===== src/rtl/teclado_emulador.sv =====
// Keypad contact emulator: presses a requested key on a 4x4 matrix,
// with optional contact bounce at press and release.
module teclado_emulador #(
    parameter int unsigned HOLD_CYCLES   = 64,
    parameter int unsigned GAP_CYCLES    = 64,
    parameter int unsigned BOUNCE_CYCLES = 0
) (
    input  logic       clk,
    input  logic       rst_n,
    input  logic [3:0] columnas,
    output logic [3:0] filas,
    input  logic       req_valid,
    input  logic [3:0] req_key,
    output logic       req_ready,
    output logic       busy,
    output logic       key_down,
    output logic       done
);

    typedef enum logic [2:0] {
        IDLE,
        BOUNCE_IN,
        HOLD,
        BOUNCE_OUT,
        GAP
    } state_t;

    localparam logic [15:0] HOLD_LAST = 16'(HOLD_CYCLES - 1);
    localparam logic [15:0] GAP_LAST  = 16'(GAP_CYCLES - 1);
    localparam logic [15:0] BOUNCE_LAST =
        (BOUNCE_CYCLES > 0) ? 16'(BOUNCE_CYCLES - 1) : 16'd0;
    localparam bit HAS_BOUNCE = (BOUNCE_CYCLES > 0);
    localparam bit GAP_ONE    = (GAP_CYCLES == 1);

    state_t      state;
    logic [15:0] cnt;
    logic [3:0]  key;
    logic [1:0]  row;
    logic [1:0]  col;

    always_ff @(posedge clk or negedge rst_n) begin
        if (!rst_n) begin
            state    <= IDLE;
            cnt      <= 16'd0;
            key      <= 4'd0;
            key_down <= 1'b0;
            done     <= 1'b0;
        end else begin
            unique case (state)
                IDLE: begin
                    done <= 1'b0;
                    cnt  <= 16'd0;
                    if (req_valid) begin
                        key      <= req_key;
                        key_down <= 1'b1;
                        state    <= HAS_BOUNCE ? BOUNCE_IN : HOLD;
                    end
                end
                BOUNCE_IN: begin
                    if (cnt == BOUNCE_LAST) begin
                        state    <= HOLD;
                        cnt      <= 16'd0;
                        key_down <= 1'b1;
                    end else begin
                        cnt      <= cnt + 16'd1;
                        key_down <= ~key_down;
                    end
                end
                HOLD: begin
                    if (cnt == HOLD_LAST) begin
                        cnt      <= 16'd0;
                        key_down <= 1'b0;
                        if (HAS_BOUNCE) begin
                            state <= BOUNCE_OUT;
                        end else begin
                            state <= GAP;
                            done  <= GAP_ONE;
                        end
                    end else begin
                        cnt <= cnt + 16'd1;
                    end
                end
                BOUNCE_OUT: begin
                    if (cnt == BOUNCE_LAST) begin
                        state    <= GAP;
                        cnt      <= 16'd0;
                        key_down <= 1'b0;
                        done     <= GAP_ONE;
                    end else begin
                        cnt      <= cnt + 16'd1;
                        key_down <= ~key_down;
                    end
                end
                GAP: begin
                    // done is raised one edge early so it is high on the last gap cycle
                    if (cnt == GAP_LAST) begin
                        state <= IDLE;
                        cnt   <= 16'd0;
                        done  <= 1'b0;
                    end else begin
                        cnt  <= cnt + 16'd1;
                        done <= ((cnt + 16'd1) == GAP_LAST);
                    end
                end
                default: begin
                    state    <= IDLE;
                    cnt      <= 16'd0;
                    key_down <= 1'b0;
                    done     <= 1'b0;
                end
            endcase
        end
    end

    always_comb begin
        row = 2'd0;
        col = 2'd0;
        unique case (key)
            4'h1: begin row = 2'd0; col = 2'd0; end
            4'h4: begin row = 2'd1; col = 2'd0; end
            4'h7: begin row = 2'd2; col = 2'd0; end
            4'hE: begin row = 2'd3; col = 2'd0; end
            4'h2: begin row = 2'd0; col = 2'd1; end
            4'h5: begin row = 2'd1; col = 2'd1; end
            4'h8: begin row = 2'd2; col = 2'd1; end
            4'h0: begin row = 2'd3; col = 2'd1; end
            4'h3: begin row = 2'd0; col = 2'd2; end
            4'h6: begin row = 2'd1; col = 2'd2; end
            4'h9: begin row = 2'd2; col = 2'd2; end
            4'hF: begin row = 2'd3; col = 2'd2; end
            4'hA: begin row = 2'd0; col = 2'd3; end
            4'hB: begin row = 2'd1; col = 2'd3; end
            4'hC: begin row = 2'd2; col = 2'd3; end
            4'hD: begin row = 2'd3; col = 2'd3; end
            default: begin row = 2'd0; col = 2'd0; end
        endcase
    end

    // Same-cycle row return so the scanner sees a consistent pair
    always_comb begin
        filas = 4'hF;
        if (key_down && !columnas[2'd3 - col]) begin
            filas[2'd3 - row] = 1'b0;
        end
    end

    assign req_ready = (state == IDLE);
    assign busy      = (state != IDLE);

endmodule


===== config.mk =====
export PLATFORM = sky130hd
export DESIGN_NAME = teclado_emulador
export DESIGN_NICKNAME = d
export VERILOG_FILES = /design/src/rtl/teclado_emulador.sv
export SDC_FILE = /design/constraint.sdc
export NUM_CORES = 1
export LEC_CHECK = 0
export ABC_CLOCK_PERIOD_IN_PS = 5270
export CAP_MARGIN = 20
export CORE_ASPECT_RATIO = 1.5
export CORE_MARGIN = 5
export CORE_UTILIZATION = 35
export CTS_CLUSTER_DIAMETER = 60
export DETAILED_ROUTE_END_ITERATION = 10
export GPL_ROUTABILITY_DRIVEN = 0
export PLACE_DENSITY_LB_ADDON = 0.25
export SLEW_MARGIN = 10
export SYNTH_ARGS = -nofsm -noshare
export SYNTH_HDL_FRONTEND = slang
export SYNTH_SLANG_ARGS = --single-unit

===== constraint.sdc =====
create_clock -name clk -period 5.27 [get_ports clk]
set_input_delay 0.527 -clock clk [delete_from_list [all_inputs] [get_ports clk]]
set_output_delay 0.527 -clock clk [all_outputs]
set_load 0.02 [all_outputs]

# Word-level counts from Yosys, hierarchy flattened
# Memories as Yosys holds them, arrays and structs flattened.
# Cells that the tools add are included.
# totals
regBits,25
romBits,64
in_bits,11
output_inout_bits,8
elab_cells,61
memories,1
# op_classes
add_sub_neg,3
n_lt_le_gt_ge,3
eq_ne,11
muxes,22
bitwise_logic,4
reduce_logical,12
# memory_table
memory,depth,word_bits,read_ports,rd_ports_with_merged_regs,write_ports,line,rtl
(no name shown),16,4,1,0,0,118,unique case (key)
# op_table
cell,count
"equality test 16 x 6 -> 1 bit, second input constant",2
two-way mux 16 bit,2
one-hot mux 16 bit (2 select lines),1
"adder 16 x 1 -> 16 bit, second input constant",1
logical NOT 16 bit,1
two-way mux 3 bit,5
one-hot mux 3 bit (5 select lines),1
"!= test 2 bit, second input constant",5
two-way mux 1 bit,8
"equality test 3 x 2 -> 1 bit, second input constant",2
"less-than comparator 2 x 3 -> 1 bit, second input constant",2
AND reduction 3 bit,2
one-hot mux 1 bit (5 select lines),1
AND reduction 5 bit,1
two-way mux 4 bit,1
NOT 4 bit,1
one-hot mux 1 bit (4 select lines),1
OR reduction 2 bit,2
"subtractor 2 bit, first input constant",2
"equality test 3 x 1 -> 1 bit, second input constant",1
"equality test 3 bit, second input constant",1
logical NOT 3 bit,1
NOT 1 bit,3
nonzero test 3 bit,1
other kinds (6),7

# Longest topological paths before layout
# Gate-level depths: netlist of the first run.
# An unclocked memory read counts as a cell.
# depth
depth_word,8
ltp_mapped,7
mapped_depth_nobuf,7

# Worst setup path before layout of the first run
# Ideal clock, no wire load.
# synth_timing
path_kind,register -> output
startpoint,register key[2]
endpoint,output filas[3]
arrival_ns,1.579
t_required_ns,4.743
slack_ns,3.164
path_stages_with_launch,7
n_path_buf,1
path_cell_list,dfrtp_1 -> clkbuf_1 -> xor2_1 -> a31oi_1 -> a21o_1 -> o211ai_1 -> a2111o_1
# synth_via
elab_chain_len,8
word_cells_on_any_way,14
classes_between,add/sub (2); order compare (2); mux (5); bitwise (1); reduce/logical (3); memory (1)
# synth_rtl
item,line,rtl
from (decl),37,logic [3:0] key;
from (signal assigned),54,key <= req_key;
memory read (16 x 4 bit) *,-,
subtractor 2 bit,143,filas[2'd3 - row] = 1'b0;
less-than comparator 2 x 3 -> 1 bit (not written as such) / greater-or-equal comparator 2 x 1 -> 1 bit (equally long branches),143,
logical AND 1 bit (not written as such),143,
two-way mux 1 bit (not written as such),143,
demux 1 bit (select 2 bit),143,
NOT 4 bit (no source line),-,
two-way mux 4 bit *,142,if (key_down && !columnas[2'd3 - col]) begin
to (decl),11,"output logic [3:0] filas,"
# Mark *: on every way between the ends. The rest lies on a longest branch, timed or not. The select of a mux whose other input is x is not followed.

# Worst setup path in the final report of the first run
# layout_timing
startpoint,register key[0]
endpoint,output filas[3]
# Same word-level chain as after synthesis.

==> results of run 1 <==
critical path, delay by kind of cell (launching register included):
family | cells | cell delay [ps]
buffers and inverters | 1 | 540
AND/OR/NAND/NOR | 1 | 60
AO/OA/AOI/OAI | 4 | 930
XOR/XNOR | 1 | 230
flip-flops | 1 | 550
sequential cells by signal, indices dropped and copies added, names as in the netlist:
| name | flops |
|---|---|
| key_down | 1 |
| key | 4 |
| done | 1 |
| cnt | 16 |
| state | 2 |
Yosys cell counts:
cell       instances  area share
mux2_2             4       0.029
a31oi_1            1      0.0041
xnor2_1            9       0.052
nand4_1            4       0.016
ha_1               5       0.041
or2b_1             1      0.0049
o211ai_1           2      0.0098
buf_2              3      0.0098
o311a_1            2       0.013
nor2_2             1      0.0041
o31ai_1            1      0.0049
and2_1             1      0.0041
xor2_1            10       0.057
nor4_1             3       0.012
nor3_1             4       0.013
nand3b_1           1      0.0049
o21ai_0            3      0.0098
clkbuf_1           5       0.012
nand4bb_1          1      0.0074
o21ai_1            1      0.0033
nand2_1           15       0.037
nand3_1            8       0.026
nand4_2            2       0.016
o22ai_1            3       0.012
a21oi_1            9       0.029
nor3_2             1      0.0065
nand2b_1           4       0.016
mux2i_1            1      0.0065
nor2_1            27       0.066
or4b_1             1      0.0065
nand4b_1           2       0.011
and3b_1            1      0.0057
a21o_1             4       0.020
nand3_4            1       0.011
a2111o_1           1      0.0074
dfrtp_1           24        0.39
inv_1              6       0.015
worst paths after layout:
path / start / endpoint / slack [ps]
worst max-delay path: key[0]$_DFFE_PN0P_ / filas[3] / 2170
worst min-delay path: rst_n / cnt[4]$_DFF_PN0_ / 240
worst max register to register: cnt[0]$_DFF_PN0_ / done$_DFFE_PN0N_ / 2900
worst min register to register: done$_DFFE_PN0N_ / done$_DFFE_PN0N_ / 540
max in group asynchronous: rst_n / cnt[14]$_DFF_PN0_ / 4660
min in group clk: done$_DFFE_PN0N_ / done$_DFFE_PN0N_ / 540
power by group through the flow:
stage | Combinational, mW | Sequential (mW) | Clock, mW
6_report | 0.286 | 0.292 | 0.124
2_1_floorplan | 0.235 | 0.255 | 0
3_3_place_gp | 0.277 | 0.290 | 0
4_1_cts | 0.290 | 0.291 | 0.129
3_5_place_dp | 0.288 | 0.295 | 0
5_1_grt | 0.319 | 0.302 | 0.139
cell usage in the layout (no fill, tap or decap), types with 5 or more instances in the layout:
cell type and n:
dfrtp_1 24, nand2_1 15, nand3_1 8, clkdlybuf4s50_1 17, a21oi_1 9, xnor2_1 9, ha_1 5, nor2_1 27
xor2_1 10, inv_1 6
routing by layer:
metal	wire length, µm	GRT usage	share of wire
met5	0	0	0
met4	47	0.0364	0.014
met3	100	0.0136	0.029
met2	1870	0.232	0.55
met1	1400	0.148	0.41
per-stage QoR:
stage,cell area [µm²],hold slack (ps),utilization
CTS,1790,552,0.421
detailed placement,1730,532,0.408
global route,1780,278,0.420
finish,1780,242,0.420
global placement,1730,506,0.408
floorplan,1530,231,-
logic make-up after synthesis:
| logic type | count (synthesis) | synth area share |
|---|---|---|
| compound gates | 27 | 0.114 |
| buf+inv | 14 | 0.0368 |
| flops | 24 | 0.393 |
| xor+xnor | 19 | 0.109 |
| fa+ha+maj | 5 | 0.0409 |
| mux | 5 | 0.0360 |
| simple gates | 78 | 0.271 |
layout make-up:
type,count,area [µm²],share of cell area
multi-input cells,134,872,0.489
well taps,46,57.6,0.0323
clock buffers,4,55.1,0.0309
inverters,6,22.5,0.0126
flip-flops and latches,24,601,0.337
repair buffers,18,175,0.0982
==> run metrics, run 1 <==
run status finished clean; GRT Resource Usage Total 0.125; setup tns final 0 ps; area of the mapped netlist 1530 µm²; final setup vio count 0; Highest Clock Rate 323 MHz; Mapped Cells 172; Worst Reg-to-Reg Cells 7; final worst slack 2170 ps; RSZ-0062 raised after global routing false; CP Max Fanout 14; cts hold-fix bufs 0; clk_skew 1.69 ps; Filler Cell Count 449; area added between synthesis and finish 16.6%; initial core utilization 0.360; initial antenna violation count 0; Core Region 4250 µm²; fin nets 203; Cell Count, Final, Fillers Out 232; Horiz. Die Dim 64.0 µm; CTS Buffer Depth 2; placed cells 228; Critical Path RT 4740 ps; Final period util 0.588; total chip power 0.703 mW; clock buffer count from CTS 3; Internal Pwr Total 0.418 mW; Arrival @ worst endpoint 2570 ps; crit end category output port; CTS tree built; Worst-Margin Slew 687 ps; first-pass GRT wire length 6.14 mm; row count 29; CP peak stage delay 550 ps; post-CTS setup buffer count 0; vias in the first global route 1358; Top-Level Pins 19; pwr/cell area 394 nW/µm²; vias per inst 5.50; Clk network pwr share 0.177; largest net degree at the start of global routing 25; Remaining DRCs 0; max-cap check violation count 0; post_cts resized 0; Critical Path Source Type register; WL/cell 14.7 µm; initial DRC count 59; net count after synthesis 188; post-synthesis cell type count 37; Clock transition at path regs 80 ps; slowest CP cell dfrtp_1; Rel. slew slack 0.538; register area share after synthesis 0.393; HPWL after detailed placement 2.51 mm; drt first pass iters 4; Yosys warnings 0; post-place setup slack 2230 ps; antenna-violating nets left 0; critical path type reg -> out; clk_lat worst skew 260 ps; die area 5820 µm²; IO Port Bufs 18; Sw Share 0.405; Leakage Power 0.729 nW; critical path, cell by cell xor2_1, a21o_1, nand2_1, o311a_1, o211ai_1, a2111o_1, clkdlybuf4s50_1; Logic pwr share 0.407; Final Max Tran Viols 0; Seq pwr share 0.416; Max VDD drop 0.000277 V; Root Driver clkbuf_8; chip height 91.0 µm; endpoints failing hold 0; DRT Wirelength 3.42 mm; syn_area_per_cell 8.89 µm²; HP Class in -> async; Psw 0.285 mW; vias post-DR 1277; ANT cells 0; Final min period 3100 ps; grt ovf 0; H-tree levels 1; share of cells above drive strength 1 0.0753; TritonCTS Sinks 24; post-synthesis register bit count 24
Power figures use the tool's default switching activity.
==> run 2: changes to the inputs <==
--- a/config.mk
+++ b/config.mk
@@ -5,7 +5,7 @@
 export SDC_FILE = /design/constraint.sdc
 export NUM_CORES = 1
 export LEC_CHECK = 0
-export ABC_CLOCK_PERIOD_IN_PS = 5270
+export ABC_CLOCK_PERIOD_IN_PS = 3100
 export CAP_MARGIN = 20
 export CORE_ASPECT_RATIO = 1.5
 export CORE_MARGIN = 5
==> constraint.sdc (replaced) <==
create_clock -name clk -period 3.1 [get_ports clk]
set_input_delay 0.31 -clock clk [delete_from_list [all_inputs] [get_ports clk]]
set_output_delay 0.31 -clock clk [all_outputs]
set_load 0.02 [all_outputs]
==> run metrics, run 2 (synthesized netlist as in run 1, its figures left out) <==
endpoints failing hold 0 (unchanged); ANT cells 0 (unchanged); row count 29 (unchanged); Largest Register cnt; H-tree levels 1 (unchanged); slowest CP cell dfrtp_1; Rel. slew slack 0.516 (-0.0212); grt ovf 0 (unchanged); initial antenna violation count 0 (unchanged); critical path, cell by cell xor2_1, a21o_1, nand2_1, o311a_1, o211ai_1, a2111o_1, clkdlybuf4s50_1; fin nets 204 (+0.49%); Leakage Power 0.741 nW (+1.6%); post_cts resized 0 (unchanged); pwr/cell area 692 nW/µm² (+76%); cts hold-fix bufs 0 (unchanged); Final period util 0.929; vias post-DR 1282 (+0.39%); setup tns final 0 ps (unchanged); clock buffer count from CTS 3 (unchanged); clk_skew 4.76 ps (+3.07 ps); CP peak stage delay 540 ps (about the same); die area 5820 µm² (unchanged); commonest non-fill, non-tap cell in the layout nor2_1; first-pass GRT wire length 5.93 mm (-3.5%); run status finished clean; IO Port Bufs 18 (unchanged); Worst-Margin Slew 719 ps (+31.6 ps); Highest Clock Rate 347 MHz; Final Cell Area 1810 µm² (+1.6%); area added between synthesis and finish 18.5%; Remaining DRCs 0 (unchanged); HP Class in -> async; CP Max Fanout 14 (unchanged); Cell Count, Final, Fillers Out 233 (+0.43%); share of cells above drive strength 1 0.0749 (-0.000403); Root Driver clkbuf_8; Critical Path Source Type register; crit end category output port; crit path buf inv count 1 (unchanged); WL/cell 14.3 µm (-2.8%); CTS tree built; crit-path leading delay family compound AO/OA/AOI/OAI gates; post-CTS setup buffer count 0 (unchanged); most used cells in the layout excluding fill and tap cells 27 x nor2_1, 24 x dfrtp_1, 18 x clkdlybuf4s50_1; dpl cell area 1740 µm² (+0.43%); Final min period 2880 ps; max-cap check violation count 0 (unchanged); max reg flops 16 (unchanged); RSZ-0062 raised after global routing false; clk_lat worst skew 270 ps (about the same); placed cells 229 (+0.44%); Final Max Tran Viols 0 (unchanged); final setup vio count 0 (unchanged); drt first pass iters 4 (unchanged); vias in the first global route 1391 (+2.4%); Top-Level Pins 19 (unchanged); critical path type reg -> out; Horiz. Die Dim 64.0 µm (unchanged); Filler Cell Count 431 (-4.0%); Largest regs cnt (16), key (4), state (2); Arrival @ worst endpoint 2570 ps (about the same); CTS Buffer Depth 2 (unchanged); initial DRC count 26 (-56%); GRT Resource Usage Total 0.120 (-0.00506); Critical Path RT 2790 ps (-1950 ps); chip height 91.0 µm (unchanged); DRT Wirelength 3.33 mm (-2.4%); post-place setup slack 446 ps (-1780 ps); antenna-violating nets left 0 (unchanged); TritonCTS Sinks 24 (unchanged); Core Region 4250 µm² (unchanged); initial core utilization 0.360 (unchanged); HPWL after detailed placement 2.52 mm (+0.26%); vias per inst 5.50 (about the same); final worst slack 221 ps (-1950 ps); largest net degree at the start of global routing 25 (unchanged); Clock transition at path regs 90 ps (about the same); Max VDD drop 0.000518 V (+87%)
==> run 2: cell count changes in the layout (fill, tap and decap cells not counted) <==
cell	change
buf_2	-1
buf_4	+1
bufinv_16	+1
clkbuf_8	-1
clkdlybuf4s50_1	+1
==> run 2: layout make-up <==
cell class,instances,area [µm²],share of cell area
multi-input cells,134,872,0.481
flip-flops and latches,24,601,0.331
repair buffers,19,188,0.104
well taps,46,57.6,0.0318
clock buffers,3,41.3,0.0228
clock inverters,1,30.0,0.0166
inverters,6,22.5,0.0124
==> run 2: final timing paths <==
check / start / end / slack [ps] / cells past startpoint
min reg2reg: done$_DFFE_PN0N_ / done$_DFFE_PN0N_ / 550 / 2
max in group asynchronous: rst_n / cnt[14]$_DFF_PN0_ / 2470 / 2
min in group clk: done$_DFFE_PN0N_ / done$_DFFE_PN0N_ / 550 / 2
max reg2reg: cnt[0]$_DFF_PN0_ / done$_DFFE_PN0N_ / 780 / 7
min: rst_n / cnt[3]$_DFF_PN0_ / 390 / 2
max: key[0]$_DFFE_PN0P_ / filas[3] / 220 / 7
==> run 2: where the power goes <==
group	switching, mW	internal (mW)	leakage [nW]
sequential	0.129	0.365	0.320
clock	0.102	0.173	0.0357
combinational	0.253	0.234	0.385
total	0.484	0.771	0.741
==> run 2: stage by stage <==
step	hold WS, ps	total power [mW]	util
6_report	388	1.25	0.427
5_1_grt	411	1.34	0.427
4_1_cts	400	1.27	0.427
3_5_place_dp	528	0.991	0.410
3_3_place_gp	506	0.964	0.410
2_1_floorplan	14.4	0.833	-
==> run 2: layer usage <==
metal / vias up / part of all wire / track usage
li1: 627 / - / -
met1: 625 / 0.38 / 0.122
met2: 22 / 0.56 / 0.238
met3: 8 / 0.032 / 0.0185
met4: 0 / 0.019 / 0.0399
met5: - / 0 / 0
==> run 2: worst reg2reg max path, stage by stage, from the launching register on <==
cell and delay (ps):
dfrtp_1 470, ha_1 260, nand2_1 110, nor2_1 350, nand4_1 220, mux2i_1 180
or4b_1 540, o21ai_1 120
